==> config.mk <==
export PLATFORM = sky130hd
export DESIGN_NAME = calc_key_entry_flat
export DESIGN_NICKNAME = d
export VERILOG_FILES = /design/src/rtl/calc_pkg.sv /design/src/rtl/calc_key_entry_if.sv /design/src/rtl/calc_digit_acc.sv /design/src/rtl/calc_key_entry.sv /design/src/flat_wrapper.sv
export SDC_FILE = /design/constraint.sdc
export NUM_CORES = 1
export LEC_CHECK = 0
export CORE_MARGIN = 8
export CORE_UTILIZATION = 55
export CTS_BUF_LIST = sky130_fd_sc_hd__clkbuf_4
export DETAILED_ROUTE_END_ITERATION = 12
export HOLD_SLACK_MARGIN = 0.05
export PLACE_DENSITY = 0.91
export REMOVE_ABC_BUFFERS = 1
export SLEW_MARGIN = 40
export SYNTH_ARGS = -nofsm -noshare
export SYNTH_HDL_FRONTEND = slang
export SYNTH_HIERARCHICAL = 1
export SYNTH_SLANG_ARGS = --single-unit
==> constraint.sdc <==
create_clock -name clk -period 4.1 [get_ports clk]
set_input_delay 0.82 -clock clk [delete_from_list [all_inputs] [get_ports clk]]
set_output_delay 0.82 -clock clk [all_outputs]
set_load 0.03 [all_outputs]
==> src/rtl/calc_pkg.sv <==
// Shared definitions for the calculator key-entry front end: key codes,
// entry state encoding and the default operand width.
package calc_pkg;

    localparam int OPERAND_W_DEF = 7;

    localparam logic [3:0] KEY_ADD = 4'd10;
    localparam logic [3:0] KEY_SUB = 4'd11;
    localparam logic [3:0] KEY_MUL = 4'd12;
    localparam logic [3:0] KEY_CLR = 4'd13;
    localparam logic [3:0] KEY_EQ  = 4'd14;
    localparam logic [3:0] KEY_BS  = 4'd15;

    typedef enum logic [1:0] {
        ST_OP1    = 2'd0,
        ST_OP2    = 2'd1,
        ST_RESULT = 2'd2
    } calc_state_e;

endpackage

==> src/rtl/calc_key_entry_if.sv <==
// Keypad-event / calculator-bundle interface of calc_key_entry.
// master = keypad side, slave = key-entry block.
interface calc_key_entry_if #(
    parameter int OPERAND_W = calc_pkg::OPERAND_W_DEF
);
    logic                 key_valid;
    logic [3:0]           key_code;
    logic [OPERAND_W-1:0] in1;
    logic [OPERAND_W-1:0] in2;
    logic [3:0]           keyboard;
    logic                 modo;
    logic [1:0]           state;
    logic [1:0]           digit_cnt;

    modport master (
        output key_valid, key_code,
        input  in1, in2, keyboard, modo, state, digit_cnt
    );

    modport slave (
        input  key_valid, key_code,
        output in1, in2, keyboard, modo, state, digit_cnt
    );
endinterface

==> src/rtl/calc_digit_acc.sv <==
// One decimal operand register plus its digit counter.
// CALC_BACKSPACE_EN adds the backspace (divide-by-ten) control.
module calc_digit_acc
    import calc_pkg::*;
#(
    parameter int MAX_DIGITS = 2,
    parameter int OPERAND_W  = OPERAND_W_DEF
) (
    input  logic                 clk,
    input  logic                 rst_n,
    input  logic                 i_clear,
    input  logic                 i_load,
    input  logic                 i_set,
`ifdef CALC_BACKSPACE_EN
    input  logic                 i_bs,
`endif
    input  logic [3:0]           i_digit,
    output logic [OPERAND_W-1:0] o_value,
    output logic [1:0]           o_cnt,
    output logic [1:0]           o_cnt_nxt
);

    localparam logic [1:0] MAX_CNT = 2'(MAX_DIGITS);

    logic [OPERAND_W+3:0] w_acc;
    logic [OPERAND_W-1:0] r_value;
    logic [OPERAND_W-1:0] w_value_nxt;
    logic [1:0]           r_cnt;
    logic [1:0]           w_cnt_nxt;

    assign w_acc = {4'b0000, r_value} * (OPERAND_W+4)'(4'd10)
                 + {{OPERAND_W{1'b0}}, i_digit};

    // Next operand/count: clear wins, then restart digit, then accumulate, then backspace
    always_comb begin
        w_value_nxt = r_value;
        w_cnt_nxt   = r_cnt;
        if (i_clear) begin
            w_value_nxt = '0;
            w_cnt_nxt   = 2'd0;
        end else if (i_set) begin
            w_value_nxt = {{(OPERAND_W-4){1'b0}}, i_digit};
            w_cnt_nxt   = 2'd1;
        end else if (i_load && (r_cnt < MAX_CNT)) begin
            w_value_nxt = w_acc[OPERAND_W-1:0];
            w_cnt_nxt   = r_cnt + 2'd1;
`ifdef CALC_BACKSPACE_EN
        end else if (i_bs && (r_cnt != 2'd0)) begin
            w_value_nxt = r_value / OPERAND_W'(4'd10);
            w_cnt_nxt   = r_cnt - 2'd1;
`endif
        end else begin
            w_value_nxt = r_value;
            w_cnt_nxt   = r_cnt;
        end
    end

    // Operand and digit-count registers
    always_ff @(posedge clk or negedge rst_n) begin
        if (!rst_n) begin
            r_value <= '0;
            r_cnt   <= 2'd0;
        end else begin
            r_value <= w_value_nxt;
            r_cnt   <= w_cnt_nxt;
        end
    end

    assign o_value   = r_value;
    assign o_cnt     = r_cnt;
    assign o_cnt_nxt = w_cnt_nxt;

endmodule

==> src/rtl/calc_key_entry.sv <==
// Keypad-event to calculator operand/opcode/enable sequencer (OP1 -> OP2 -> RESULT).
// Optional macro CALC_BACKSPACE_EN enables key 15 as backspace.
module calc_key_entry
    import calc_pkg::*;
#(
    parameter int MAX_DIGITS = 2,
    parameter int OPERAND_W  = OPERAND_W_DEF
) (
    input logic             clk,
    input logic             rst_n,
    calc_key_entry_if.slave bus
);

    localparam logic [1:0] S_OP1    = ST_OP1;
    localparam logic [1:0] S_OP2    = ST_OP2;
    localparam logic [1:0] S_RESULT = ST_RESULT;

    logic [1:0]           r_state, w_state_nxt;
    logic [3:0]           r_keyboard, w_keyboard_nxt;
    logic                 r_modo, w_modo_nxt;
    logic [1:0]           r_digit_cnt;
    logic                 w_clear_all, w_clr1, w_clr2, w_load1, w_load2, w_set1;
`ifdef CALC_BACKSPACE_EN
    logic                 w_bs1, w_bs2;
`endif
    logic                 w_is_digit, w_is_op;
    logic [OPERAND_W-1:0] w_in1, w_in2;
    logic [1:0]           w_cnt1, w_cnt2, w_cnt1_nxt, w_cnt2_nxt;

    assign w_is_digit = (bus.key_code <= 4'd9);
    assign w_is_op    = (bus.key_code == KEY_ADD) || (bus.key_code == KEY_SUB) ||
                        (bus.key_code == KEY_MUL);

    // Key decode per entry state into operand controls and next state/opcode/modo
    always_comb begin
        w_state_nxt    = r_state;
        w_keyboard_nxt = r_keyboard;
        w_modo_nxt     = r_modo;
        w_clear_all    = 1'b0;
        w_clr1         = 1'b0;
        w_clr2         = 1'b0;
        w_load1        = 1'b0;
        w_load2        = 1'b0;
        w_set1         = 1'b0;
`ifdef CALC_BACKSPACE_EN
        w_bs1          = 1'b0;
        w_bs2          = 1'b0;
`endif
        case (r_state)
            S_OP1: begin
                if (!bus.key_valid) begin
                    w_state_nxt = r_state;
                end else if (w_is_digit) begin
                    w_load1 = 1'b1;
                end else if (w_is_op) begin
                    w_keyboard_nxt = bus.key_code;
                    w_state_nxt    = S_OP2;
                    w_clr2         = 1'b1;
                end else if (bus.key_code == KEY_CLR) begin
                    w_clear_all = 1'b1;
`ifdef CALC_BACKSPACE_EN
                end else if (bus.key_code == KEY_BS) begin
                    w_bs1 = 1'b1;
`endif
                end else begin
                    w_state_nxt = r_state;
                end
            end
            S_OP2: begin
                if (!bus.key_valid) begin
                    w_state_nxt = r_state;
                end else if (w_is_digit) begin
                    w_load2 = 1'b1;
                end else if (w_is_op) begin
                    // Operator may only be swapped before any second-operand digit
                    if (w_cnt2 == 2'd0) begin
                        w_keyboard_nxt = bus.key_code;
                    end else begin
                        w_keyboard_nxt = r_keyboard;
                    end
                end else if (bus.key_code == KEY_EQ) begin
                    w_modo_nxt  = 1'b1;
                    w_state_nxt = S_RESULT;
                end else if (bus.key_code == KEY_CLR) begin
                    w_clear_all = 1'b1;
`ifdef CALC_BACKSPACE_EN
                end else if (bus.key_code == KEY_BS) begin
                    if (w_cnt2 != 2'd0) begin
                        w_bs2 = 1'b1;
                    end else begin
                        w_keyboard_nxt = KEY_CLR;
                        w_state_nxt    = S_OP1;
                    end
`endif
                end else begin
                    w_state_nxt = r_state;
                end
            end
            S_RESULT: begin
                if (!bus.key_valid) begin
                    w_state_nxt = r_state;
                end else if (w_is_digit) begin
                    w_set1         = 1'b1;
                    w_clr2         = 1'b1;
                    w_keyboard_nxt = KEY_CLR;
                    w_modo_nxt     = 1'b0;
                    w_state_nxt    = S_OP1;
                end else if (bus.key_code == KEY_CLR) begin
                    w_clear_all = 1'b1;
                end else begin
                    w_state_nxt = r_state;
                end
            end
            default: begin
                w_clear_all = 1'b1;
            end
        endcase
        if (w_clear_all) begin
            w_clr1         = 1'b1;
            w_clr2         = 1'b1;
            w_state_nxt    = S_OP1;
            w_keyboard_nxt = KEY_CLR;
            w_modo_nxt     = 1'b0;
        end else begin
            w_clr1 = 1'b0;
        end
    end

    calc_digit_acc #(.MAX_DIGITS(MAX_DIGITS), .OPERAND_W(OPERAND_W)) u_acc1 (
        .clk       (clk),
        .rst_n     (rst_n),
        .i_clear   (w_clr1),
        .i_load    (w_load1),
        .i_set     (w_set1),
`ifdef CALC_BACKSPACE_EN
        .i_bs      (w_bs1),
`endif
        .i_digit   (bus.key_code),
        .o_value   (w_in1),
        .o_cnt     (w_cnt1),
        .o_cnt_nxt (w_cnt1_nxt)
    );

    calc_digit_acc #(.MAX_DIGITS(MAX_DIGITS), .OPERAND_W(OPERAND_W)) u_acc2 (
        .clk       (clk),
        .rst_n     (rst_n),
        .i_clear   (w_clr2),
        .i_load    (w_load2),
        .i_set     (1'b0),
`ifdef CALC_BACKSPACE_EN
        .i_bs      (w_bs2),
`endif
        .i_digit   (bus.key_code),
        .o_value   (w_in2),
        .o_cnt     (w_cnt2),
        .o_cnt_nxt (w_cnt2_nxt)
    );

    // Entry state, opcode, enable and displayed digit-count registers
    always_ff @(posedge clk or negedge rst_n) begin
        if (!rst_n) begin
            r_state     <= S_OP1;
            r_keyboard  <= KEY_CLR;
            r_modo      <= 1'b0;
            r_digit_cnt <= 2'd0;
        end else begin
            r_state     <= w_state_nxt;
            r_keyboard  <= w_keyboard_nxt;
            r_modo      <= w_modo_nxt;
            r_digit_cnt <= (w_state_nxt == S_OP1) ? w_cnt1_nxt : w_cnt2_nxt;
        end
    end

    assign bus.in1       = w_in1;
    assign bus.in2       = w_in2;
    assign bus.keyboard  = r_keyboard;
    assign bus.modo      = r_modo;
    assign bus.state     = r_state;
    assign bus.digit_cnt = r_digit_cnt;

endmodule

==> src/flat_wrapper.sv <==
// flat-port wrapper written by rule: the top's interface ports become plain ports
module calc_key_entry_flat import calc_pkg::*;
#(
    parameter int MAX_DIGITS = 2,
    parameter int OPERAND_W  = OPERAND_W_DEF
)
  (clk, rst_n, bus_key_valid, bus_key_code, bus_in1, bus_in2, bus_keyboard, bus_modo, bus_state, bus_digit_cnt);
  calc_key_entry_if #(.OPERAND_W(OPERAND_W)) bus_i ();
  input logic clk;
  input logic rst_n;
  input wire logic [$bits(bus_i.key_valid)-1:0] bus_key_valid;
  input wire logic [$bits(bus_i.key_code)-1:0] bus_key_code;
  output wire logic [$bits(bus_i.in1)-1:0] bus_in1;
  output wire logic [$bits(bus_i.in2)-1:0] bus_in2;
  output wire logic [$bits(bus_i.keyboard)-1:0] bus_keyboard;
  output wire logic [$bits(bus_i.modo)-1:0] bus_modo;
  output wire logic [$bits(bus_i.state)-1:0] bus_state;
  output wire logic [$bits(bus_i.digit_cnt)-1:0] bus_digit_cnt;
  assign bus_i.key_valid = bus_key_valid;
  assign bus_i.key_code = bus_key_code;
  assign bus_in1 = bus_i.in1;
  assign bus_in2 = bus_i.in2;
  assign bus_keyboard = bus_i.keyboard;
  assign bus_modo = bus_i.modo;
  assign bus_state = bus_i.state;
  assign bus_digit_cnt = bus_i.digit_cnt;
  calc_key_entry #(.MAX_DIGITS(MAX_DIGITS), .OPERAND_W(OPERAND_W)) u_core (.clk(clk), .rst_n(rst_n), .bus(bus_i));
endmodule
# Word level (Yosys, flattened, before mapping)
# Index checks and enable logic that the tools add are counted.
# W data, S select, Z words.
# op_classes
eq_ne,18
mul,2
magnitude_cmp,3
mux,63
reduce_logical,13
n_addsub,4
# ops
cell,n
$mux W4,10
$mux W7,5
$mux W2,16
$mux W1,27
$eq A4 B4 Y1 const B,5
$ne A3 B2 Y1 const B,6
$ne A3 B1 Y1 const B,5
$add A7 B4 Y7,2
$mul A7 B3 Y6 const B,2
$pmux W4 S3,1
$reduce_and A10 Y1,1
$reduce_and A7 Y1,1
$logic_not A2 Y1,3
$pmux W2 S3,1
$reduce_bool A3 Y1,2
$add A2 B1 Y2 const B,2
$le A4 B4 Y1 const B,1
$lt A2 B2 Y1 const B,2
$pmux W1 S2,2
$reduce_bool A4 Y1,1
$pmux W1 S3,1
$eq A2 B1 Y1 const B,1
$eq A2 B2 Y1 const B,1
$logic_and A1 B1 Y1,2
other kinds (2),3
# word_totals
reg_bits,27
in_bits,7
output_inout_bits,23

# Logic depth before layout (Yosys ltp)
# Gate-level depths: netlist (run 1).
# depth
word_depth,10
ltp_mapped,12

# Hierarchy
# Netlist (run 1), hierarchy kept.
# by_module_without_submodules
module,seq_area_each_um2,instances,area_each_um2,cells_per_inst
calc_key_entry,229.0,1,724.4,74
calc_digit_acc (u_core.u_acc1),225.2,1,668.1,71
calc_digit_acc (u_core.u_acc2),225.2,1,664.4,66

# Least setup slack after synthesis (run 1)
# No wires, ideal clock.
# synth_path
kind,flip-flop to flip-flop
startpoint,"register u_core.r_state[0], in the netlist u_core/bus.state[0]"
endpoint,"register u_core.u_acc2.r_value[1], in the netlist u_core/u_acc2/o_value[1]"
path_buffers,3
arrival_ps,2770
setup_ps,95
slack_ps,1234
stages_incl_launch_ff,13
required_time_ps,4005
cell_sequence,dfrtp_1 > inv_1 > ha_1 > buf_6 > or3b_4 > a31oi_4 > inv_1 > or3_1 > clkbuf_1 > nor3b_2 > buf_2 > nand2_1 > o31ai_1
# synth_between
elab_chain_cells,4
elab_cells_between_ends,10
classes_between,eq/ne (2); mux (5); reduce/logical (3)
# synth_lines
element,line_no,text
"start, declared",calc_key_entry.sv:18,"logic [1:0] r_state, w_state_nxt;"
"start signal, assigned",calc_key_entry.sv:167,r_state <= w_state_nxt;
"$eq A2 B2 Y1, or another cell as far along",calc_key_entry.sv:49,case (r_state)
$pmux W1 S3 (*),calc_key_entry.sv:49,
net u_core.w_clear_all,calc_key_entry.sv:22,"logic w_clear_all, w_clr1, w_clr2, w_load1, w_load2, w_set1;"
$mux W1 (*),calc_key_entry.sv:118,if (w_clear_all) begin
net u_core.w_clr2,calc_key_entry.sv:22,
$mux W7 / $reduce_bool A2 Y1 (equally long branches),-,
"end signal, assigned",calc_digit_acc.sv:64,r_value <= w_value_nxt;
"end, declared",calc_digit_acc.sv:26,logic [OPERAND_W-1:0] r_value;
# The timed path passes the listed nets; every way through them passes the cells marked *.
# A chain may end at the register's enable or synchronous reset.

# Worst setup path in the final report (run 1)
# layout_path
startpoint,input port bus_key_code[0]
endpoint,"register u_core.u_acc2.r_value[0], in the netlist u_core/u_acc2/o_value[0]"
# layout_between
elab_chain_cells,9
elab_cells_between_ends,32
classes_between,add/sub (1); order compare (1); eq/ne (5); mux (21); reduce/logical (4)
# layout_lines
element,line_no,text
"start, declared",flat_wrapper.sv:12,input wire logic [$bits(bus_i.key_code)-1:0] bus_key_code;
"$eq A4 B4 Y1, on equally long branches",-,
$mux W1 / $logic_or A1 B1 Y1 (equally long branches),-,
$mux W1 / $logic_or A1 B1 Y1 (equally long branches),"calc_key_entry.sv:81, calc_key_entry.sv:31",
"$mux W1, on equally long branches","calc_key_entry.sv:74, calc_key_entry.sv:55",
"$mux W1, on equally long branches","calc_key_entry.sv:72, calc_key_entry.sv:53",
"$mux W1, on equally long branches","calc_key_entry.sv:70, calc_key_entry.sv:51",
$pmux W1 S3 (*),calc_key_entry.sv:49,
net u_core.w_clear_all,calc_key_entry.sv:22,
$mux W1 (*),calc_key_entry.sv:118,
net u_core.w_clr2,calc_key_entry.sv:22,
$mux W7 / $reduce_bool A2 Y1 (equally long branches),-,
# The timed path passes the listed nets; every way through them passes the cells marked *. The select of a mux whose other input is x is not followed.

==> results of run 1 <==
cell families (layout without fill, tap and decap cells):
family,Yosys count,in the layout,synth area share
buffers and inverters,26,55,0.0535
other,1,1,0.00182
XOR/XNOR,12,12,0.0584
adder cells (fa/ha/maj),22,22,0.148
flip-flops,27,27,0.330
multiplexers,7,7,0.0401
AND/OR/NAND/NOR,68,68,0.198
AO/OA/AOI/OAI,48,48,0.169
through the flow:
step	utilization	instances
5_1_grt	0.666	288
3_5_place_dp	0.658	284
3_3_place_gp	0.659	284
2_1_floorplan	-	203
4_1_cts	0.666	288
6_report	0.666	288
layout by cell type (no fill, tap or decap), types with 3 or more instances in the layout:
master           instances
inv_1                   18
nor2_1                  15
fa_1                     4
a21oi_1                 12
nand2_1                  9
dfstp_2                  3
nor3_1                   5
a211oi_1                 4
or3_1                    3
nand3_1                  4
nand2b_1                 5
o31ai_1                  3
a22o_1                   3
clkdlybuf4s50_1         28
buf_4                    4
mux2i_1                  3
nor2b_1                  7
ha_1                    18
o21ai_0                 10
xnor2_1                  8
nor3b_1                  3
clkbuf_4                 4
dfrtp_1                 24
metal layers:
layer	vias to the layer above	global-route usage	wire length, um
li1	801	-	-
met2	51	0.253	2210
met3	6	0.0350	260
met4	0	0.0377	46
met1	785	0.187	2020
met5	-	0	0
final timing paths:
check                                                     start                              endpoint  cells after the start
hold reg to reg            u_core/u_acc2/o_value[6]$_DFFE_PN0P_  u_core/u_acc2/o_value[6]$_DFFE_PN0P_                      1
setup / recovery                                bus_key_code[0]  u_core/u_acc2/o_value[0]$_DFFE_PN0P_                      7
setup reg to reg                  u_core/bus.state[0]$_DFF_PN0_  u_core/u_acc2/o_value[0]$_DFFE_PN0P_                      8
hold / removal                                            rst_n  u_core/u_acc1/o_value[4]$_DFFE_PN0P_                      1
min in group clk           u_core/u_acc2/o_value[6]$_DFFE_PN0P_  u_core/u_acc2/o_value[6]$_DFFE_PN0P_                      1
max in group asynchronous                                 rst_n    u_core/bus.keyboard[0]$_DFFE_PN1P_                      2
final cells by class:
cell class,instances,area [um2],area share
clock buffer,4,30.0,0.0124
timing repair buffer,33,315,0.130
inverter,18,67.6,0.0279
tap,48,60.1,0.0248
sequential,27,679,0.281
multi-input combinational,158,1270,0.524
power by group:
part	switching [uW]	internal [uW]
Sequential	90.0	369
Clock	79.0	44.6
Combinational	573	489
Total	742	903
state kept, by name (all words and copies together) (netlist names):
register               flops
u_core/bus.digit_cnt       2
u_core/bus.keyboard        4
u_core/bus.modo            1
u_core/bus.state           2
u_core/u_acc1/o_cnt        2
u_core/u_acc1/o_value      7
u_core/u_acc2/o_cnt        2
u_core/u_acc2/o_value      7
==> flow_summary.ini, run 1 <==
[cts]
numCtsBuffers = 3
cts_num_sinks = 27
htree_levels = 1
clk_pin_slew_ps = 150
cts.repair.resized = 0
clock_path_buffers = 2
cts_tree = built
root_buffer = clkbuf_4
ctsHoldBuffers = 0
clock_latency_ps = 320
post_cts_buffers = 0

[global_routing]
overflow = 0
antenna_found_initial = 0
track_usage = 0.150
grt_max_degree = 26
grt_pass1_vias = 1625
grt_pass1_wl_um = 7580

[final_layout]
area_growth_pct = 17.6
stdcell_area_um2 = 2420
fillers = 283
drive_above_1_share = 0.133
antennaDiodeCount = 0
nNetsFinal = 270

[critical_path]
crit_path_max_fanout = 11
crit_type = in -> reg
crit_required_ps = 4300
slowest_delay_ps = 570
reg2reg_slack_ps = 1000
crit_buf_inv = 2
slowest_stage = nor3b_2
crit_arrival_ps = 3320
worstSetupEndpointType = flop
crit_path_cell_trace = clkdlybuf4s50_1 -> and3b_1 -> a31oi_4 -> inv_1 -> or3_1 -> nor3b_2 -> o21ai_0
cp-start-kind = input pin
crit_family = simple AND/OR/NAND/NOR gates

[timing]
rsz0062_at_grt = no
whs_ps = 474
hold_violations = 0
layout_min_cycle_time_ps = 3120
slew_headroom = 0.554
finalCritPeriodShare = 0.761
setup_viol_count_final = 0
fin_tns_setup_ps = 0
worst_pin_slew_ps = 667
drv_slew = 0
max_clock_freq_ghz = 0.320
finClkSkew_ps = 2.28
setup_ws_ps = 979

[die]
die_w_um = 77.2
start_util = 0.566
die-height_um = 77.2
die-area_um2 = 5950
num_rows = 22
ios = 30
core-area_um2 = 3630

[outcome]
status = finished clean

[synthesis]
synth_area_um2 = 2060
synth_area_per_cell_um2 = 9.75
synth_seq_cells = 27
synth_area_leaders = dfrtp_1, ha_1, fa_1
synth_edf_count = 0
yosysWarningCount = 6
synth_cells = 211
synth_largest_area_cell = dfrtp_1
ys_top_cells_by_count = dfrtp_1, ha_1, inv_1
async_reset_ff_frac = 1.00
synth_top_area_share = 0.292
synthDistinctLibCells = 57
yosys.cell_count.top_type = dfrtp_1
ys_seq_area_frac = 0.330
synth_ff_type = dfrtp_1

[drt]
dr.pass1.iters = 4
drt_iter0_markers = 87
postRouteAntennaNets = 0
drt_wl_total_um = 4550
wl_per_cell_um = 15.8
vias_per_cell = 5.70
post-route-drc-count = 0
vias = 1643

[flow_run]
cap_violations = 0

[place]
placed_cell_area_um2 = 2390
place_congestion = 0.979
port_buffers = 29
pre_cts_slack_ps = 657
dp_hpwl_um = 3510

[pwr]
power_uw = 1640
peakVddDrop_mv = 0.327
power_density_nw_per_um2 = 680
leakage_uw = 0.00106

[hold_path]
min_path_type = in -> async
(Power assumes the default switching activity.)
==> run 2: changes to the inputs <==
==> constraint.sdc (replaced) <==
create_clock -name clk -period 2.9 [get_ports clk]
set_input_delay 0.58 -clock clk [delete_from_list [all_inputs] [get_ports clk]]
set_output_delay 0.58 -clock clk [all_outputs]
set_load 0.03 [all_outputs]
==> flow_summary.ini, run 2 (synthesis gave the netlist of run 1 again) <==
[timing]
setup_viol_count_final = 0
worst_pin_slew_ps = 595
fin_tns_setup_ps = 0
max_clock_freq_ghz = 0.373
setup_ws_ps = 218
hold_violations = 0
rsz0062_at_grt = no
drv_slew = 0
layout_min_cycle_time_ps = 2680
finClkSkew_ps = 19.4
slew_headroom = 0.602
finalCritPeriodShare = 0.925

[cts]
post_cts_buffers = 0
cts.repair.resized = 0
clk_pin_slew_ps = 160
ctsHoldBuffers = 0
numCtsBuffers = 3
htree_levels = 1
clock_path_buffers = 2
cts_num_sinks = 27
cts_tree = built
clock_latency_ps = 340
root_buffer = clkbuf_4

[place]
port_buffers = 29
pre_cts_slack_ps = 140
place_congestion = 0.948
place_inst = 292
dp_hpwl_um = 3720

[die]
num_rows = 22
die_w_um = 77.2
die-area_um2 = 5950
ios = 30
die-height_um = 77.2
core-area_um2 = 3630
start_util = 0.566

[critical_path]
slowest_stage = or3_1
cp.depth = 10
worstSetupEndpointType = flop
ff2ff_path_depth = 10
crit_required_ps = 3140
crit_path_cell_trace = inv_1 -> ha_1 -> or3b_4 -> a31oi_4 -> inv_1 -> or3_1 -> nor3b_2 -> buf_4 -> nand2_1 -> o31ai_1
crit_family = simple AND/OR/NAND/NOR gates
reg2reg_slack_ps = 220
crit_type = reg -> reg
crit_arrival_ps = 2920
crit_path_max_fanout = 11
slowest_delay_ps = 500
cp-start-kind = flop
crit_top_cell = inv_1
crit_buf_inv = 3

[global_routing]
grt_pass1_wl_um = 7690
track_usage = 0.153
antenna_found_initial = 0
grt_pass1_vias = 1627
grt_max_degree = 17
overflow = 0

[drt]
drt_wl_total_um = 4550
dr.pass1.iters = 4
wl_per_cell_um = 15.4
vias = 1617
vias_per_cell = 5.46
postRouteAntennaNets = 0
post-route-drc-count = 0
drt_iter0_markers = 91

[final_layout]
final_core_util = 0.684
antennaDiodeCount = 0
regArea_um2 = 679
final_cell_mix = clkdlybuf4s50_1, dfrtp_1, inv_1, ha_1, nor2_1
final_cells = 296
drive_above_1_share = 0.157
multi_input_area_um2 = 1270
area_growth_pct = 20.8
final_common_cell = clkdlybuf4s50_1
nNetsFinal = 278
fillers = 285

[pwr]
switchingPower_uw = 1050
combPwrFrac = 0.649
power_uw = 2330
netSwitchingFraction = 0.451
p_int_uw = 1280
sequentialPowerShare = 0.278
power_density_nw_per_um2 = 937
leakage_uw = 0.00109
peakVddDrop_mv = 0.431
p_clk_frac = 0.073

[hold_path]
min_path_type = reg -> reg
min_path_cells = 2

[outcome]
status = finished clean

[flow_run]
cap_violations = 0
## run 2: worst min-delay path: stages, from the launching register on
cell	delay, ps
dfrtp_1	410
inv_1	50
mux2i_1	50
## run 2: through the flow
step	hold WS [ps]	instance area, um2
after floorplan	284	2010
after global placement	499	2450
after detailed placement	510	2450
after CTS	541	2480
after global routing	564	2480
final	538	2480
## run 2: cell type report
type | count | share of cell area
inverters | 18 | 0.0272
flip-flops and latches | 27 | 0.273
multi-input cells | 158 | 0.510
well taps | 48 | 0.0242
clock buffers | 3 | 0.00906
clock inverters | 1 | 0.00302
repair buffers | 41 | 0.153
## run 2: power groups by stage
stage / clock [uW] / combinational (uW) / sequential, uW
3_5_place_dp: 0 / 1510 / 657
3_3_place_gp: 0 / 1450 / 653
2_1_floorplan: 0 / 826 / 863
4_1_cts: 172 / 1520 / 649
6_report: 170 / 1510 / 646
5_1_grt: 186 / 1630 / 668
## run 2: worst paths after layout
kind,startpoint,endpoint
setup / recovery,u_core/bus.state[1]$_DFF_PN0_,u_core/u_acc2/o_value[3]$_DFFE_PN0P_
hold / removal,u_core/bus.keyboard[1]$_DFFE_PN0P_,u_core/bus.keyboard[1]$_DFFE_PN0P_
setup reg to reg,u_core/bus.state[1]$_DFF_PN0_,u_core/u_acc2/o_value[3]$_DFFE_PN0P_
hold reg to reg,u_core/bus.keyboard[1]$_DFFE_PN0P_,u_core/bus.keyboard[1]$_DFFE_PN0P_
max in group asynchronous,rst_n,u_core/bus.state[0]$_DFF_PN0_
min in group asynchronous,rst_n,u_core/u_acc1/o_value[4]$_DFFE_PN0P_
## run 2: per-layer routing
layer,vias up,global-route usage,part of all wire
li1,811,-,-
met1,753,0.195,0.45
met2,53,0.254,0.49
met3,0,0.0455,0.065
met4,0,0.0170,0
met5,-,0,0
